## config.mk

```make
export PLATFORM = sky130hd
export DESIGN_NAME = sample_sequencer
export DESIGN_NICKNAME = d
export VERILOG_FILES = /design/src/rtl/seq_pkg.sv /design/src/rtl/sync_rise.sv /design/src/rtl/sample_sequencer.sv
export SDC_FILE = /design/constraint.sdc
export NUM_CORES = 1
export LEC_CHECK = 0
export ABC_AREA = 1
export CAP_MARGIN = 20
export CORE_MARGIN = 3
export CORE_UTILIZATION = 35
export CTS_CLUSTER_DIAMETER = 200
export DETAILED_ROUTE_END_ITERATION = 10
export GPL_TIMING_DRIVEN = 0
export PLACE_DENSITY = 0.67
export SLEW_MARGIN = 20
export SYNTH_ARGS = -nofsm -noshare
export SYNTH_HDL_FRONTEND = slang
export SYNTH_HIERARCHICAL = 1
export SYNTH_SLANG_ARGS = --single-unit
```

## constraint.sdc

```tcl
create_clock -name clk -period 1.28 [get_ports clk]
set_input_delay 0.256 -clock clk [delete_from_list [all_inputs] [get_ports clk]]
set_output_delay 0.256 -clock clk [all_outputs]
set_load 0.02 [all_outputs]
```

## src/rtl/seq_pkg.sv

```systemverilog
// Shared types and constants for the sample sequencer.
// Holds the FSM state encoding and the default sample width.
package seq_pkg;

    localparam int SAMPLE_W_DEF = 16;

    typedef enum logic [2:0] {
        S_IDLE  = 3'd0,
        S_LOAD  = 3'd1,
        S_COUNT = 3'd2,
        S_CHECK = 3'd3,
        S_DONE  = 3'd4,
        S_ERR   = 3'd5
    } state_t;

endpackage

```

## src/rtl/sync_rise.sv

```systemverilog
// Two-flop synchronizer with rising-edge detect for an async strobe.
// Ports: clk, n_reset, async_in -> rise (1-cycle pulse), level (synced).
module sync_rise (
    input  logic clk,
    input  logic n_reset,
    input  logic async_in,
    output logic rise,
    output logic level
);

    logic       sync1_q, sync1_d;
    logic       sync2_q, sync2_d;
    logic       prev_q, prev_d;
    logic       armed_q, armed_d;
    logic [1:0] fill_q, fill_d;

    // fill_q[1] marks that sync2_q holds a post-reset sample.
    // Edges are only honoured once the input has been seen low
    // after reset, so a strobe held across reset is ignored.
    always_comb begin
        sync1_d = async_in;
        sync2_d = sync1_q;
        prev_d  = sync2_q;
        fill_d  = {fill_q[0], 1'b1};
        armed_d = armed_q | (fill_q[1] & ~sync2_q);
    end

    always_ff @(posedge clk or negedge n_reset) begin
        if (!n_reset) begin
            sync1_q <= 1'b0;
            sync2_q <= 1'b0;
            prev_q  <= 1'b0;
            armed_q <= 1'b0;
            fill_q  <= 2'b00;
        end else begin
            sync1_q <= sync1_d;
            sync2_q <= sync2_d;
            prev_q  <= prev_d;
            armed_q <= armed_d;
            fill_q  <= fill_d;
        end
    end

    assign rise  = armed_q & sync2_q & ~prev_q;
    assign level = sync2_q;

endmodule

```

## src/rtl/sample_sequencer.sv

```systemverilog
// Sample capture sequencer: syncs producer strobe, latches samples,
// pulses cnt_up/sample_valid per sample and block_done/clear per 1000.
// Ports: clk, n_reset, data_ready, sample_in, one_k_samples ->
//        cnt_up, clear, modwait, sample_out, sample_valid, block_done, err.
module sample_sequencer
    import seq_pkg::*;
#(
    parameter int SAMPLE_W = SAMPLE_W_DEF
) (
    input  logic                clk,
    input  logic                n_reset,
    input  logic                data_ready,
    input  logic [SAMPLE_W-1:0] sample_in,
    input  logic                one_k_samples,
    output logic                cnt_up,
    output logic                clear,
    output logic                modwait,
    output logic [SAMPLE_W-1:0] sample_out,
    output logic                sample_valid,
    output logic                block_done,
    output logic                err
);

    state_t              state_q, state_d;
    logic [SAMPLE_W-1:0] sample_q, sample_d;
    logic                rise;
    logic                ready_sync;

    sync_rise u_sync (
        .clk      (clk),
        .n_reset  (n_reset),
        .async_in (data_ready),
        .rise     (rise),
        .level    (ready_sync)
    );

    always_ff @(posedge clk or negedge n_reset) begin
        if (!n_reset) begin
            state_q  <= S_IDLE;
            sample_q <= '0;
        end else begin
            state_q  <= state_d;
            sample_q <= sample_d;
        end
    end

    // Rises outside IDLE/ERR are dropped by simply not looking at them.
    always_comb begin
        state_d = state_q;
        case (state_q)
            S_IDLE:  if (rise) state_d = S_LOAD;
            S_LOAD:  state_d = ready_sync ? S_COUNT : S_ERR;
            S_COUNT: state_d = S_CHECK;
            S_CHECK: state_d = one_k_samples ? S_DONE : S_IDLE;
            S_DONE:  state_d = S_IDLE;
            S_ERR:   if (rise) state_d = S_LOAD;
            default: state_d = S_IDLE;
        endcase
    end

    always_comb begin
        sample_d = sample_q;
        if (state_q == S_LOAD) sample_d = sample_in;
    end

    always_comb begin
        cnt_up       = 1'b0;
        sample_valid = 1'b0;
        clear        = 1'b0;
        block_done   = 1'b0;
        modwait      = 1'b0;
        err          = 1'b0;
        case (state_q)
            S_LOAD:  modwait = 1'b1;
            S_COUNT: begin
                modwait      = 1'b1;
                cnt_up       = 1'b1;
                sample_valid = 1'b1;
            end
            S_CHECK: modwait = 1'b1;
            S_DONE:  begin
                modwait    = 1'b1;
                block_done = 1'b1;
                clear      = 1'b1;
            end
            S_ERR:   err = 1'b1;
            default: ;
        endcase
    end

    assign sample_out = sample_q;

endmodule

```

==> results.py, run 1 <==
metrics = {
    "synthesis": {
        "avgSynthCellArea_um2": 9.15,
        "ys_warn_count": 6,
        "ys_seq_elements": 25,
        "synth_edf_count": 0,
        "synth-seq-area-share": 0.605,
        "ys_async_sr_fraction": 1.00,
        "synth_top_cell_by_area": "dfrtp_1",
        "synth_largest_type_area_fraction": 0.605,
        "synthFlopType": "dfrtp_1",
        "synthDistinctLibCells": 17,
        "synth.most_common_cell": "nand2_1",
        "synth_area_leaders": "dfrtp_1 (61%), nand2_1 (16%), nand3_1 (10%)",
        "synth_commonest_cells": "nand2_1 (44), dfrtp_1 (25), nand3_1 (21)",
        "syn_inst": 113,
        "syn_nets": 133,
        "mappedNetlistArea_mm2": 0.00103,
    },
    "worst_setup_path": {
        "regToRegStartpoint": "state_q[1]$_DFFE_PN0P_",
        "cp-end-kind": "output port",
        "crit_path_cell_trace": "buf_6 -> nand3_2 -> inv_2 -> buf_4 -> buf_6",
        "cpPeakStageDelay_ns": 0.47,
        "start_kind": "flip-flop",
        "critPathKind": "flip-flop to output port",
        "cpMaxStageDelayCell": "dfrtp_2",
        "crit_path_frequent_cell": "buf_6",
        "cp-startpoint": "state_q[1]$_DFFE_PN0P_",
        "required_ns": 1.02,
        "crit_fanout": 4,
        "arrival_ns": 1.25,
    },
    "cells_and_area": {
        "fin_util": 0.605,
        "area_growth_pct": 62.7,
        "nNetsFinal": 195,
        "drive_above_1_share": 0.431,
        "finalNonFillerCells": 205,
        "diodes": 0,
    },
    "detailed_routing": {
        "drc": 0,
        "route.detailed.wl_per_inst_um": 12.5,
        "num_vias": 973,
        "antenna_left": 0,
        "viasPerCell": 4.75,
        "drtIter0Drc": 20,
        "wirelength_um": 2560,
        "first_pass_iters": 4,
    },
    "placement": {
        "dp_worst_setup_slack_ns": -0.522,
        "dp.cells": 185,
        "dp_hpwl_um": 1680,
        "port_buffers": 41,
        "gp_congestion": 0.706,
    },
    "cts": {
        "insertion_delay_ns": 0.32,
        "cts-buffers-inserted": 3,
        "cts.sinks": 25,
        "h-tree-depth": 1,
        "tritoncts": "done",
        "clkTransAtPathRegs_ns": 0.14,
        "root_buffer": "clkbuf_4",
        "cts.path.max_buffers": 2,
    },
    "sta": {
        "fin_crit_ns": 1.51,
        "worstMarginPinSlew_ns": 0.540,
        "relSlewSlack": 0.640,
        "hold_ws_ns": 0.357,
        "finalCritPeriodShare": 1.18,
        "max_clock_freq_mhz": 663,
        "rsz0062_at_grt": "true",
        "setup_viol_count_final": 23,
        "maxSlewViolCount": 0,
        "hold_violations": 0,
        "finalWorstSetupSlack_ns": -0.228,
        "finClkSkew_ns": 0.0142,
    },
    "grt": {
        "antenna_found_initial": 0,
        "track_usage": 0.145,
        "grt_pass1_wl_um": 4020,
        "overflow": 0,
        "grt_max_degree": 26,
        "grt_pass1_vias": 924,
    },
    "pwr": {
        "p_leak_nw": 0.883,
        "vdd_ir_drop_max_mv": 1.60,
        "power.density_mw_per_mm2": 2730,
        "fin_total_pwr_mw": 4.60,
    },
    "worst_hold_path": {
        "hold_path_startpoint": "data_ready",
        "hold_path.class": "input pin to flip-flop",
    },
    "flow_run": {
        "maxCapViolations": 0,
    },
    "die": {
        "die_w_um": 60.3,
        "die_area_mm2": 0.00364,
        "rows": 19,
        "die_h_um": 60.3,
        "coreArea_mm2": 0.00278,
        "initial_core_util": 0.372,
        "pin_count": 42,
    },
    "run_status": {
        "outcome": "complete, but fails checks",
        "violations": "setup timing",
    },
}
==> worst max-delay path: cells and delay by family, from the launching register on <==
family        cells  cell delay [ns]
buf+inv           4             0.41
flops             1             0.47
simple gates      1             0.07
==> routing by layer <==
layer  up-vias  part of all wire  GRT usage
met3         0              0.11     0.0489
met2        45              0.50      0.244
met1       453              0.38      0.180
met5         -                 0          0
met4         0                 0     0.0380
li1        475                 -          -
==> state kept, by name (all words and copies together) (netlist names) <==
signal,flops
sample_out,16
state_q,3
u_sync/fill_q,2
u_sync/armed_q,1
u_sync/level,1
u_sync/prev_q,1
u_sync/sync1_q,1
==> cell usage in the layout (no fill, tap or decap) <==
cell,netlist,layout
nand2_1,44,30
dfrtp_1,25,23
nand3_1,21,19
clkdlybuf4s50_1,0,18
nand2_2,0,14
buf_4,3,14
clkbuf_2,0,10
buf_6,1,9
buf_2,1,6
inv_1,7,4
inv_2,2,3
clkbuf_4,0,3
inv_4,0,2
nor2_2,1,2
dfrtp_2,0,2
nand3_2,0,1
nand3_4,0,1
o21ai_2,0,1
nor2_8,1,1
nand2_4,1,1
buf_8,0,1
o21ai_1,1,1
nand4_1,1,1
clkinv_2,0,1
clkbuf_16,0,1
dlygate4sd3_1,0,1
clkdlybuf4s15_2,0,1
clkdlybuf4s15_1,0,1
buf_12,0,1
conb_1,1,1
==> power by group <==
part,internal [mW],switching [mW]
sequential,1.11,0.230
combinational,1.35,1.56
clock,0.117,0.230
total,2.58,2.02
==> worst paths after layout <==
path                                                    to  slack, ns  cells after the start
worst max-delay path                          sample_valid      -0.23                      5
worst min-delay path              u_sync/sync1_q$_DFF_PN0_       0.36                      1
worst max register to register  sample_out[13]$_DFFE_PN0N_      -0.03                      7
worst min register to register      u_sync/level$_DFF_PN0_       0.36                      0
max in group asynchronous           state_q[1]$_DFFE_PN0P_       0.44                      2
min in group asynchronous       sample_out[10]$_DFFE_PN0N_       0.44                      2
==> repair_timing <==
action	in CTS	in global routing
resized for setup	81	40
hold buffers	0	1
buffers inserted	8	7
gates cloned	0	1
pin swaps	4	4
hold endpoints to repair	0	25
setup endpoints to repair	22	37
==> layout make-up <==
| cell class | count | area, µm² |
|---|---|---|
| Buffer | 6 | 57.6 |
| Clock buffer | 3 | 22.5 |
| Clock inverter | 1 | 5.00 |
| Fill cell | 262 | 1100 |
| Inverter | 9 | 38.8 |
| Multi-Input combinational cell | 73 | 390 |
| Sequential cell | 25 | 628 |
| Tap cell | 31 | 38.8 |
| Timing Repair Buffer | 57 | 500 |
==> logic make-up after synthesis <==
family	synth area share
compound gates	0.00968
buf+inv	0.0738
flops	0.605
other cells	0.00363
simple gates	0.308
==> per-stage QoR <==
stage / area, µm² / setup TNS (ns)
after floorplan: 1040 / 0
after global placement: 1490 / -10.45
after detailed placement: 1490 / -11.54
after CTS: 1600 / -1.58
after global routing: 1680 / -2.62
final: 1680 / -1.37
Note: power is estimated with default switching activity, not from simulation.
==> run 2, diff against run 1 <==
--- a/config.mk
+++ b/config.mk
@@ -12,7 +12,9 @@
 export CTS_CLUSTER_DIAMETER = 200
 export DETAILED_ROUTE_END_ITERATION = 10
 export GPL_TIMING_DRIVEN = 0
+export MAX_ROUTING_LAYER = met4
 export PLACE_DENSITY = 0.67
+export SETUP_SLACK_MARGIN = 0.3
 export SLEW_MARGIN = 20
 export SYNTH_ARGS = -nofsm -noshare
 export SYNTH_HDL_FRONTEND = slang
==> results.py, run 2 (synthesized netlist as in run 1, its figures left out) <==
metrics = {
    "run_status": {
        "outcome": "complete, but fails checks",
        "violations": "setup timing",
    },
    "detailed_routing": {
        "viasPerCell": 4.71,
        "antenna_left": 0,
        "wirelength_um": 2680,
        "first_pass_iters": 4,
        "drtIter0Drc": 31,
        "drc": 0,
        "route.detailed.wl_per_inst_um": 12.3,
        "num_vias": 1022,
    },
    "sta": {
        "maxSlewViolCount": 0,
        "fin_crit_ns": 1.49,
        "finalCritPeriodShare": 1.17,
        "rsz0062_at_grt": "true",
        "finalWorstSetupSlack_ns": -0.212,
        "relSlewSlack": 0.585,
        "max_clock_freq_mhz": 670,
        "finClkSkew_ns": 0.00476,
        "worstMarginPinSlew_ns": 0.623,
        "setup_viol_count_final": 24,
        "hold_violations": 0,
    },
    "grt": {
        "grt_pass1_wl_um": 4180,
        "antenna_found_initial": 0,
        "track_usage": 0.156,
        "grt_max_degree": 26,
        "use_met1": 0.190,
        "met2_usage": 0.258,
        "met3_usage": 0.0404,
        "grt_pass1_vias": 988,
        "busiest_layer": "met2",
        "overflow": 0,
    },
    "worst_setup_path": {
        "crit_path_cell_trace": "buf_6 -> nand3_4 -> inv_4 -> buf_6 -> buf_6",
        "required_ns": 1.02,
        "r2r_slack_ns": -0.13,
        "crit_fanout": 5,
        "ff2ff_path_depth": 9,
        "critPathKind": "flip-flop to output port",
        "regToRegStartpoint": "state_q[0]$_DFFE_PN0P_",
        "cpPeakStageDelay_ns": 0.47,
        "arrival_ns": 1.24,
        "cpMaxStageDelayCell": "dfrtp_2",
        "start_kind": "flip-flop",
        "cp-end-kind": "output port",
        "crit_path_frequent_cell": "buf_6",
        "reg2reg_to": "state_q[0]$_DFFE_PN0P_",
    },
    "pwr": {
        "power.density_mw_per_mm2": 2810,
        "combPwrFrac": 0.679,
        "switching_power_mw": 2.14,
        "intPower_mw": 3.10,
        "vdd_ir_drop_max_mv": 2.07,
        "p_leak_nw": 0.972,
        "fin_total_pwr_mw": 5.24,
        "clock_power_share": 0.062,
        "p_sw_frac": 0.409,
        "seq_power_share": 0.259,
    },
    "worst_hold_path": {
        "hold_path.class": "input pin to async pin",
    },
    "cts": {
        "insertion_delay_ns": 0.30,
        "tritoncts": "done",
        "cts.sinks": 25,
        "h-tree-depth": 1,
        "cts-buffers-inserted": 3,
        "clkTransAtPathRegs_ns": 0.12,
        "cts.path.max_buffers": 2,
        "root_buffer": "clkbuf_4",
    },
    "cells_and_area": {
        "fillers": 224,
        "diodes": 0,
        "mostFrequentLayoutCell": "nand2_1",
        "finalNonFillerCells": 217,
        "area_growth_pct": 80.6,
        "final_cell_mix": "nand2_1 (39), buf_6 (30), dfrtp_1 (24), buf_4 (23), clkdlybuf4s50_1 (18)",
        "multi_input_area_um2": 407,
        "drive_above_1_share": 0.435,
        "regArea_um2": 627,
        "largest_reg_flops": 16,
        "nNetsFinal": 207,
    },
    "flow_run": {
        "maxCapViolations": 0,
    },
    "placement": {
        "dp_hpwl_um": 1700,
        "dp_worst_setup_slack_ns": -0.460,
        "gp_congestion": 0.733,
        "port_buffers": 41,
        "dp.cells": 185,
    },
    "die": {
        "rows": 19,
        "pin_count": 42,
        "die_h_um": 60.3,
        "die_area_mm2": 0.00364,
        "initial_core_util": 0.372,
        "die_w_um": 60.3,
        "coreArea_mm2": 0.00278,
    },
}
==> run 2: cell count changes in the layout (fill, tap and decap cells not counted), moves of 2 or more <==
| cell | previous run | this run |
|---|---|---|
| buf_6 | 9 | 30 |
| nand2_2 | 14 | 4 |
| buf_4 | 14 | 23 |
| clkbuf_2 | 10 | 1 |
| nand2_1 | 30 | 39 |
| buf_2 | 6 | 1 |
| nand3_1 | 19 | 17 |
==> run 2: cell type report <==
class | instances | share of cell area
clock buffer | 4 | 0.0141
multi-input combinational | 73 | 0.218
timing repair buffer | 69 | 0.359
inverter | 9 | 0.0194
buffer | 6 | 0.0328
sequential | 25 | 0.336
tap | 31 | 0.0208
==> run 2: repair_timing <==
item | CTS | global route
resized for setup | 137 | 19
pin swaps | 5 | 6
hold buffers | 0 | 0
cloned | 0 | 1
buffers inserted | 18 | 9
endpoints found under the setup margin | 66 | 41
==> run 2: stage by stage <==
stage	setup TNS [ns]	hold slack (ns)	area [µm²]	util
finish	-2.04	0.0452	1870	0.671
detailed placement	-10.95	0.335	1520	0.545
global route	-3.73	0.0603	1870	0.671
global placement	-10.33	0.332	1520	0.545
CTS	-1.25	0.0485	1720	0.619
floorplan	0	-0.0396	1070	-
==> run 2: critical path: cells and delay by family, from the launching register on <==
family / cells / cell delay [ns]
DFF: 1 / 0.47
buffers and inverters: 4 / 0.38
and+or+nand+nor: 1 / 0.08
==> run 2: worst max path at each step <==
stage / startpoint / end / slack [ns] / cells after the start
floorplan: state_q[0]$_DFFE_PN0P_ / clear / 0.12 / 4
global placement: state_q[2]$_DFFE_PN0P_ / sample_valid / -0.45 / 6
detailed placement: state_q[2]$_DFFE_PN0P_ / sample_valid / -0.46 / 6
CTS: state_q[1]$_DFFE_PN0P_ / sample_valid / -0.23 / 5
global route: state_q[1]$_DFFE_PN0P_ / clear / -0.29 / 5
finish: state_q[1]$_DFFE_PN0P_ / sample_valid / -0.21 / 5
==> run 2: per-layer routing <==
| layer | up-vias | routed length, µm |
|---|---|---|
| met5 | - | 0 |
| met4 | 0 | 35 |
| met3 | 6 | 235 |
| met2 | 41 | 1350 |
| met1 | 477 | 1060 |
| li1 | 498 | - |
==> run 2: power groups by stage <==
stage               combinational, mW  clock [mW]  sequential [mW]
finish                           3.56       0.325             1.36
global route                     3.85       0.376             1.40
CTS                              3.05       0.351             1.35
detailed placement               2.40           0             1.33
global placement                 2.35           0             1.33
floorplan                        1.14           0             1.62
